[config.mk]
export PLATFORM = sky130hd
export DESIGN_NAME = ula_issue_ctrl
export DESIGN_NICKNAME = d
export VERILOG_FILES = /design/src/rtl/ula_pkg.sv /design/src/rtl/ula_flag_reg.sv /design/src/rtl/ula_issue_ctrl.sv
export SDC_FILE = /design/constraint.sdc
export NUM_CORES = 1
export LEC_CHECK = 0
export CORE_MARGIN = 1
export CORE_UTILIZATION = 35
export DETAILED_ROUTE_END_ITERATION = 16
export PLACE_DENSITY = 0.72
export RECOVER_POWER = 50
export SLEW_MARGIN = 20
export SYNTH_ARGS = -nofsm -noshare
export SYNTH_HDL_FRONTEND = slang
export SYNTH_SLANG_ARGS = --single-unit
[constraint.sdc]
create_clock -name clk -period 4.2 [get_ports clk]
set_input_delay 0.84 -clock clk [delete_from_list [all_inputs] [get_ports clk]]
set_output_delay 0.84 -clock clk [all_outputs]
set_load 0.005 [all_outputs]
[src/rtl/ula_pkg.sv]
// rtl/ula_pkg.sv - opcodes, flag masks, condition codes and FSM states for the ALU issuer
package ula_pkg;

    typedef enum logic [1:0] {
        ST_IDLE = 2'd0,
        ST_READ = 2'd1,
        ST_EXEC = 2'd2,
        ST_WB   = 2'd3
    } state_t;

    localparam logic [4:0] OP_ADD    = 5'b00000;
    localparam logic [4:0] OP_ADC    = 5'b00001;
    localparam logic [4:0] OP_SBB    = 5'b00011;
    localparam logic [4:0] OP_INC    = 5'b00100;
    localparam logic [4:0] OP_SUB    = 5'b00101;
    localparam logic [4:0] OP_DEC    = 5'b00110;
    localparam logic [4:0] OP_SHL    = 5'b01000;
    localparam logic [4:0] OP_SHR    = 5'b01001;
    localparam logic [4:0] OP_ZERO   = 5'b10000;
    localparam logic [4:0] OP_AND    = 5'b10001;
    localparam logic [4:0] OP_OR     = 5'b10010;
    localparam logic [4:0] OP_MOVA   = 5'b10011;
    localparam logic [4:0] OP_MOVB   = 5'b11111;
    localparam logic [4:0] OP_ILL_0  = 5'b00010;
    localparam logic [4:0] OP_ILL_1  = 5'b00111;
    localparam logic [4:0] OP_ILL_LO = 5'b01010;
    localparam logic [4:0] OP_ILL_HI = 5'b01111;

    // Flag vector layout {Z,C,S,O}
    localparam int FLAG_Z = 3;
    localparam int FLAG_C = 2;
    localparam int FLAG_S = 1;
    localparam int FLAG_O = 0;

    localparam logic [3:0] MASK_ZCSO = 4'b1111;
    localparam logic [3:0] MASK_ZCS  = 4'b1110;
    localparam logic [3:0] MASK_ZS   = 4'b1010;
    localparam logic [3:0] MASK_NONE = 4'b0000;

    localparam logic [2:0] COND_ALWAYS = 3'b000;
    localparam logic [2:0] COND_Z      = 3'b001;
    localparam logic [2:0] COND_NZ     = 3'b010;
    localparam logic [2:0] COND_C      = 3'b011;
    localparam logic [2:0] COND_NC     = 3'b100;
    localparam logic [2:0] COND_S      = 3'b101;
    localparam logic [2:0] COND_O      = 3'b110;
    localparam logic [2:0] COND_LT     = 3'b111;

    function automatic logic op_legal(input logic [4:0] op);
        return !(op == OP_ILL_0 || op == OP_ILL_1 || (op >= OP_ILL_LO && op <= OP_ILL_HI));
    endfunction

    function automatic logic [3:0] flag_mask(input logic [4:0] op);
        logic [3:0] m;
        if (op == OP_ZERO || op == OP_MOVA || op == OP_MOVB)
            m = MASK_NONE;
        else if (op == OP_SHL || op == OP_SHR)
            m = MASK_ZCS;
        else if (op[4])
            m = MASK_ZS;
        else if (op <= OP_DEC)
            m = MASK_ZCSO;
        else
            m = MASK_NONE;
        return m;
    endfunction

endpackage

[src/rtl/ula_flag_reg.sv]
// rtl/ula_flag_reg.sv - masked flag register and branch condition evaluator
module ula_flag_reg
    import ula_pkg::*;
(
    input  logic       clk,
    input  logic       rst_n,
    input  logic       commit,
    input  logic [3:0] mask,
    input  logic       alu_z,
    input  logic       alu_c,
    input  logic       alu_s,
    input  logic       alu_o,
    input  logic [2:0] cond_sel,
    output logic       flag_z,
    output logic       flag_c,
    output logic       flag_s,
    output logic       flag_o,
    output logic       cond_true
);

    logic [3:0] flags;
    logic [3:0] fresh;

    assign fresh = {alu_z, alu_c, alu_s, alu_o};

    // Bits the ALU did not refresh for this op keep their committed value
    always_ff @(posedge clk) begin
        if (!rst_n)
            flags <= 4'b0000;
        else if (commit)
            flags <= (flags & ~mask) | (fresh & mask);
    end

    assign flag_z = flags[FLAG_Z];
    assign flag_c = flags[FLAG_C];
    assign flag_s = flags[FLAG_S];
    assign flag_o = flags[FLAG_O];

    always_comb begin
        cond_true = 1'b1;
        case (cond_sel)
            COND_ALWAYS: cond_true = 1'b1;
            COND_Z:      cond_true = flag_z;
            COND_NZ:     cond_true = !flag_z;
            COND_C:      cond_true = flag_c;
            COND_NC:     cond_true = !flag_c;
            COND_S:      cond_true = flag_s;
            COND_O:      cond_true = flag_o;
            COND_LT:     cond_true = flag_s ^ flag_o;
            default:     cond_true = 1'b1;
        endcase
    end

endmodule

[src/rtl/ula_issue_ctrl.sv]
// rtl/ula_issue_ctrl.sv - four-cycle ALU instruction issuer with register file read/writeback
module ula_issue_ctrl
    import ula_pkg::*;
#(
    parameter int bits_palavra = 16,
    parameter int REG_ADDR_W   = 3
) (
    input  logic                    clk,
    input  logic                    rst_n,
    input  logic                    instr_valid,
    output logic                    instr_ready,
    input  logic [4:0]              instr_op,
    input  logic [REG_ADDR_W-1:0]   instr_rd,
    input  logic [REG_ADDR_W-1:0]   instr_ra,
    input  logic [REG_ADDR_W-1:0]   instr_rb,
    output logic [REG_ADDR_W-1:0]   rf_addr_a,
    output logic [REG_ADDR_W-1:0]   rf_addr_b,
    input  logic [bits_palavra-1:0] rf_data_a,
    input  logic [bits_palavra-1:0] rf_data_b,
    output logic                    rf_we,
    output logic [REG_ADDR_W-1:0]   rf_waddr,
    output logic [bits_palavra-1:0] rf_wdata,
    output logic [4:0]              alu_controle,
    output logic [bits_palavra-1:0] alu_opA,
    output logic [bits_palavra-1:0] alu_opB,
    input  logic [bits_palavra-1:0] alu_result,
    input  logic                    alu_Z,
    input  logic                    alu_C,
    input  logic                    alu_S,
    input  logic                    alu_O,
    output logic                    flag_z,
    output logic                    flag_c,
    output logic                    flag_s,
    output logic                    flag_o,
    input  logic [2:0]              cond_sel,
    output logic                    cond_true,
    output logic                    op_done,
    output logic                    op_err
);

    state_t                  state;
    logic [4:0]              op_q;
    logic [REG_ADDR_W-1:0]   rd_q;
    logic [REG_ADDR_W-1:0]   ra_q;
    logic [REG_ADDR_W-1:0]   rb_q;
    logic [bits_palavra-1:0] opa_q;
    logic [bits_palavra-1:0] opb_q;
    logic [bits_palavra-1:0] res_q;
    logic [3:0]              aluf_q;
    logic                    err_q;
    logic                    accept;

    assign instr_ready = (state == ST_IDLE);
    assign accept      = instr_valid && instr_ready;

    always_ff @(posedge clk) begin
        if (!rst_n) begin
            state  <= ST_IDLE;
            op_q   <= OP_ZERO;
            rd_q   <= '0;
            ra_q   <= '0;
            rb_q   <= '0;
            opa_q  <= '0;
            opb_q  <= '0;
            res_q  <= '0;
            aluf_q <= 4'b0000;
            err_q  <= 1'b0;
        end else begin
            err_q <= 1'b0;
            case (state)
                ST_IDLE: begin
                    if (accept) begin
                        if (op_legal(instr_op)) begin
                            op_q  <= instr_op;
                            rd_q  <= instr_rd;
                            ra_q  <= instr_ra;
                            rb_q  <= instr_rb;
                            state <= ST_READ;
                        end else begin
                            err_q <= 1'b1;
                        end
                    end
                end
                ST_READ: begin
                    opa_q <= rf_data_a;
                    opb_q <= rf_data_b;
                    state <= ST_EXEC;
                end
                ST_EXEC: begin
                    res_q  <= alu_result;
                    aluf_q <= {alu_Z, alu_C, alu_S, alu_O};
                    state  <= ST_WB;
                end
                ST_WB: begin
                    state <= ST_IDLE;
                end
                default: state <= ST_IDLE;
            endcase
        end
    end

    // Addresses go out in the accept cycle too, so a registered-read file has data ready in READ
    assign rf_addr_a = (state == ST_IDLE) ? instr_ra : ra_q;
    assign rf_addr_b = (state == ST_IDLE) ? instr_rb : rb_q;

    assign alu_controle = op_q;
    assign alu_opA      = opa_q;
    assign alu_opB      = opb_q;

    assign rf_we    = (state == ST_WB);
    assign op_done  = (state == ST_WB);
    assign rf_waddr = rd_q;
    assign rf_wdata = res_q;
    assign op_err   = err_q;

    ula_flag_reg u_flag_reg (
        .clk      (clk),
        .rst_n    (rst_n),
        .commit   (state == ST_WB),
        .mask     (flag_mask(op_q)),
        .alu_z    (aluf_q[FLAG_Z]),
        .alu_c    (aluf_q[FLAG_C]),
        .alu_s    (aluf_q[FLAG_S]),
        .alu_o    (aluf_q[FLAG_O]),
        .cond_sel (cond_sel),
        .flag_z   (flag_z),
        .flag_c   (flag_c),
        .flag_s   (flag_s),
        .flag_o   (flag_o),
        .cond_true(cond_true)
    );

endmodule

==> qor.csv, run 1 <==
metric,value,unit
Layout Nets,510,
post_cts resized,0,
TritonCTS clock tree,done,
worst vdd ir,0.2193,mV
fin. max-slew vios,77,
Initial DRC Count,58,
Seq cells post-synth,73,
"commonest non-fill, non-tap cells in the layout","128 x clkdlybuf4s50_1, 73 x dfxtp_1, 58 x mux2i_1",
HP Class,flip-flop to flip-flop,
Site Rows,33,
DR DRC count,0,
Clock Tree Root,clkbuf_8,
CP Data Required Time,4450,ps
clk buf depth,2,
"Worst Path Class, Setup",input pin to flip-flop,
"commonest non-fill, non-tap cell in the layout",clkdlybuf4s50_1,
GRT overflow,0,
Max Cap Viol,1,
clock sink total,73,
Slew @ Worst Pin,2678,ps
"critical path, cell by cell",clkbuf_1 -> clkbuf_1 -> nand3_1 -> o21ai_1,
crit-path leading delay family,buffers and inverters,
WL final,6915,µm
Setup TNS,0,ps
post-synthesis cell type count,33,
# IOs,143,
endpoints failing setup,0,
PwrDens,541.2,nW/µm²
Synth Flop Type,dfxtp_1,
leakage power,1.739,nW
critical path's largest stage delay,1870,ps
Synth Warn #,0,
gr usage total,0.1502,
"Setup Fix Bufs, Post-CTS",0,
Post-synth EDFFs,0,
fin util,0.5723,
Area growth syn-to-layout,55.65,%
number of global-route vias before repair,2261,
H-tree levels,3,
post-synth net total,377,
First-pass DRT Iterations,4,
routed len/inst,12.73,µm
f_max,305.7,MHz
Post-Synthesis Cell Area,3067,µm²
Clock Latency Late Sink,330,ps
RSZ-0062 raised after global routing,no,
Fin. Hold Viols,0,
crit path time final,3272,ps
Die ar.,9140,µm²
Worst Setup End Kind,flip-flop,
syn_area_per_cell,10.19,µm²
layout cells sized above 1,0.06164,
clk_skew,12.07,ps
largest net degree at the start of global routing,77,
Die X,95.61,µm
Worst Path Buf+Inv,2,
outcome,"finished, violations left",
dpl hpwl,4904,µm
CTS Hold Bufs,0,
Num CTS Buffers,9,
failing checks,"capacitance limit, slew limit",
core footprint,8341,µm²
CP arrival,3530,ps
startpoint types,input pin,
ys async rst share,0,
initial antenna violation count,0,
ANT nets after route,0,
register area share after synthesis,0.4765,
Port Buf Inserts,142,
Worst Path Max Fanout,76,
Syn Inst Count,301,
Final period util,0.7790,
gpl congestion,0.7005,
Slew headroom,-0.7852,
"Max stage delay cell, worst path",clkbuf_1,
first-pass GRT wire length,10570,µm
register clock-pin slew on the reported worst setup and hold paths,70,ps
Starting Density,0.3677,
Die Span Y,95.61,µm
via count,2493,
drt via density,4.591,
"Top cell by count, worst path",clkbuf_1,
Layout fillers,745,
Inserted Diodes,0,
## metrics by stage
step	power [mW]	instances	hold WS, ps	setup WS [ps]	cell area (µm²)
floorplan	1.475	301	434.2	2061	3067
global placement	1.898	528	443.5	1120	4522
detailed placement	1.916	528	450.4	1113	4522
CTS	2.626	543	461.1	1100	4778
global route	2.743	543	486.3	570.7	4773
finish	2.583	543	459.4	928.4	4773
## routing by layer
metal  global-route usage  up-vias  wire length, µm
met2               0.2470       90             3150
met4              0.05224        0               68
met3              0.04705        7              499
met1               0.1846     1114             3196
li1                     -     1282                -
met5                    0        -                0
## final cells by class
class | instances | area (µm²) | share of cell area
clock inverters | 5 | 128.9 | 0.02700
well taps | 105 | 131.4 | 0.02752
multi-input cells | 202 | 1483 | 0.3106
clock buffers | 10 | 127.6 | 0.02674
flip-flops and latches | 73 | 1461 | 0.3062
repair buffers | 144 | 1426 | 0.2988
inverters | 4 | 15.01 | 0.003145
## report_power, final
| part | internal [mW] | switching [mW] | total, mW |
|---|---|---|---|
| Clock | 0.453 | 0.252 | 0.705 |
| Combinational | 0.576 | 0.384 | 0.961 |
| Sequential | 0.835 | 0.0824 | 0.917 |
## tightest hold or removal path, delay by kind of cell (launching register included)
kind / cells / cell delay (ps)
AND/OR/NAND/NOR: 1 / 60
flip-flops: 1 / 310
AO/OA/AOI/OAI: 1 / 50
## synth_stat cells (all sizes together), types with 2 or more instances
library cell	number	area (µm²)
a211oi	2	20.02
a21o	2	16.27
a21oi	2	10.01
buf	10	65.06
clkbuf	12	45.04
dfxtp	73	1461
ha	4	50.05
inv	4	15.01
mux2	7	78.83
mux2i	58	580.6
nand2	24	90.09
nand2b	2	12.51
nand3	15	75.07
nor2b	56	350.3
o21a	2	15.01
o21ai	15	75.07
xor2	2	17.52
## logic make-up (layout without fill, tap and decap cells)
| kind of cell | after synthesis | in the layout | synth area share |
|---|---|---|---|
| xor gates and xnor gates | 2 | 2 | 0.005713 |
| AOI/OAI and AO/OA | 29 | 29 | 0.06039 |
| and+or+nand+nor | 101 | 101 | 0.1816 |
| DFF | 73 | 73 | 0.4765 |
| buffers and inverters | 26 | 163 | 0.04080 |
| muxes | 65 | 65 | 0.2150 |
| adders and majority gates | 5 | 5 | 0.01999 |
## path summary, 6_finish.rpt
path | start | endpoint | slack, ps | depth (start not counted)
worst max register to register | state[0] | alu_controle[4] | 2090 | 6
worst min register to register | ra_q[2] | ra_q[2] | 460 | 2
worst min-delay path | ra_q[2] | ra_q[2] | 460 | 2
worst max-delay path | rst_n | rf_waddr[0] | 930 | 4
## state kept, by name (all words and copies together) (netlist names), named ones only
name	flops
rf_waddr	3
aluf_q	4
state	2
alu_opB	16
op_err	1
alu_opA	16
rb_q	3
rf_wdata	16
alu_controle	5
ra_q	3
(Power assumes the default switching activity.)
==> inputs of run 2 (changes only) <==
PLACE_DENSITY = 0.75   (was 0.72)
clock period = 2.9 ns   (was 4.2 ns; I/O delays follow)
==> run 2 against run 1 <==
- the run still ends with capacitance limit, slew limit left
- die area unchanged
- sequential power rose by 44%
- clock-buffer cell count grew 1
- critical path type is now flip-flop to output pin
- final area decreased by 0.50%
- sequential cell count is the same
- total power up 39%
- critical endpoint is now rf_addr_b[0]
==> qor.csv, run 2 (synthesis results as in run 1) <==
metric,value,unit
outcome,"finished, violations left",
failing checks,"capacitance limit, slew limit",
clock sink total,73,
First-pass DRT Iterations,4,
CP arrival,2060,ps
Die X,95.61,µm
DR DRC count,0,
RSZ-0062 raised after global routing,no,
crit-path leading delay family,buffers and inverters,
Site Rows,33,
Port Buf Inserts,142,
GRT overflow,0,
"commonest non-fill, non-tap cells in the layout","100 x clkdlybuf4s50_1, 73 x dfxtp_1, 58 x mux2i_1",
CTS Hold Bufs,0,
leakage power,1.817,nW
core footprint,8341,µm²
# IOs,143,
Clock Tree Root,clkbuf_8,
post_cts resized,0,
crit path time final,2638,ps
layout cells sized above 1,0.06150,
"Cell Area, Placed",4534,µm²
"Max stage delay cell, worst path",ha_1,
CP Data Required Time,2320,ps
first-pass GRT wire length,10960,µm
PwrDens,756.3,nW/µm²
largest net degree at the start of global routing,49,
Clock Latency Late Sink,340,ps
Layout Cells excl Fill,544,
Die ar.,9140,µm²
critical path's largest stage delay,460,ps
Slew headroom,-0.2628,
Starting Density,0.3677,
TritonCTS clock tree,done,
drt via density,4.612,
Final period util,0.9098,
gr usage total,0.1564,
Num CTS Buffers,9,
fin util,0.5695,
H-tree levels,3,
fin area,4750,µm²
Worst Path Max Fanout,12,
initial antenna violation count,0,
Area growth syn-to-layout,54.88,%
endpoints failing setup,0,
Inserted Diodes,0,
clk_skew,7.635,ps
ANT nets after route,0,
clk buf depth,2,
Worst Setup End Kind,output pin,
"Worst Path Class, Setup",flip-flop to output pin,
WL final,7071,µm
HP Class,flip-flop to flip-flop,
gpl congestion,0.7563,
Slew @ Worst Pin,1894,ps
via count,2509,
routed len/inst,13.00,µm
number of global-route vias before repair,2352,
"Setup Fix Bufs, Post-CTS",0,
f_max,379.0,MHz
Die Span Y,95.61,µm
Layout Nets,510,
dpl hpwl,5016,µm
"commonest non-fill, non-tap cell in the layout",clkdlybuf4s50_1,
fin. max-slew vios,33,
register clock-pin slew on the reported worst setup and hold paths,70,ps
Initial DRC Count,31,
startpoint types,flip-flop,
Fin. Hold Viols,0,
Placed Instances,528,
Worst Path Buf+Inv,2,
"critical path, cell by cell",inv_1 -> ha_1 -> mux2_2 -> clkdlybuf4s50_1,
Setup TNS,0,ps
worst vdd ir,0.3287,mV
Max Cap Viol,1,
-- run 2: worst min-delay path, cell delays in order, from the launching register on --
cell	delay (ps)
dfxtp_1	310
nand3_1	50
o21ai_1	50
-- run 2: path summary, 6_finish.rpt --
kind | slack, ps | startpoint | depth (start not counted) | to
max | 260 | state[0] | 4 | rf_addr_b[0]
min | 450 | rf_waddr[0] | 2 | rf_waddr[0]
max reg2reg | 520 | state[1] | 4 | alu_opB[14]
min reg2reg | 450 | rf_waddr[0] | 2 | rf_waddr[0]
-- run 2: metrics by stage --
step	hold WS (ps)	total power, mW	worst slack [ps]
after floorplan	434.2	2.136	1049
after global routing	484.2	3.841	126.5
after detailed placement	447.2	2.779	333.1
after CTS	457.4	3.690	197.5
after global placement	442.2	2.748	342.4
final	452.0	3.592	261.6
-- run 2: cell type report --
type                       instances  area, µm²
fill                             762       3591
multi-input combinational        202       1473
sequential                        73       1461
timing repair buffer             144       1440
clock buffer                      11      151.4
tap                              105      131.4
clock inverter                     5      77.57
inverter                           4      15.01
-- run 2: routing by layer --
metal	part of all wire	global-route usage
met5	0	0
met3	0.068	0.04625
met4	0.010	0.06343
met1	0.45	0.1884
met2	0.47	0.2595
-- run 2: where the power goes --
part           internal (mW)  leakage (nW)  switching, mW
combinational          0.823          1.11          0.552
clock                  0.529         0.115          0.365
sequential              1.21         0.595          0.113
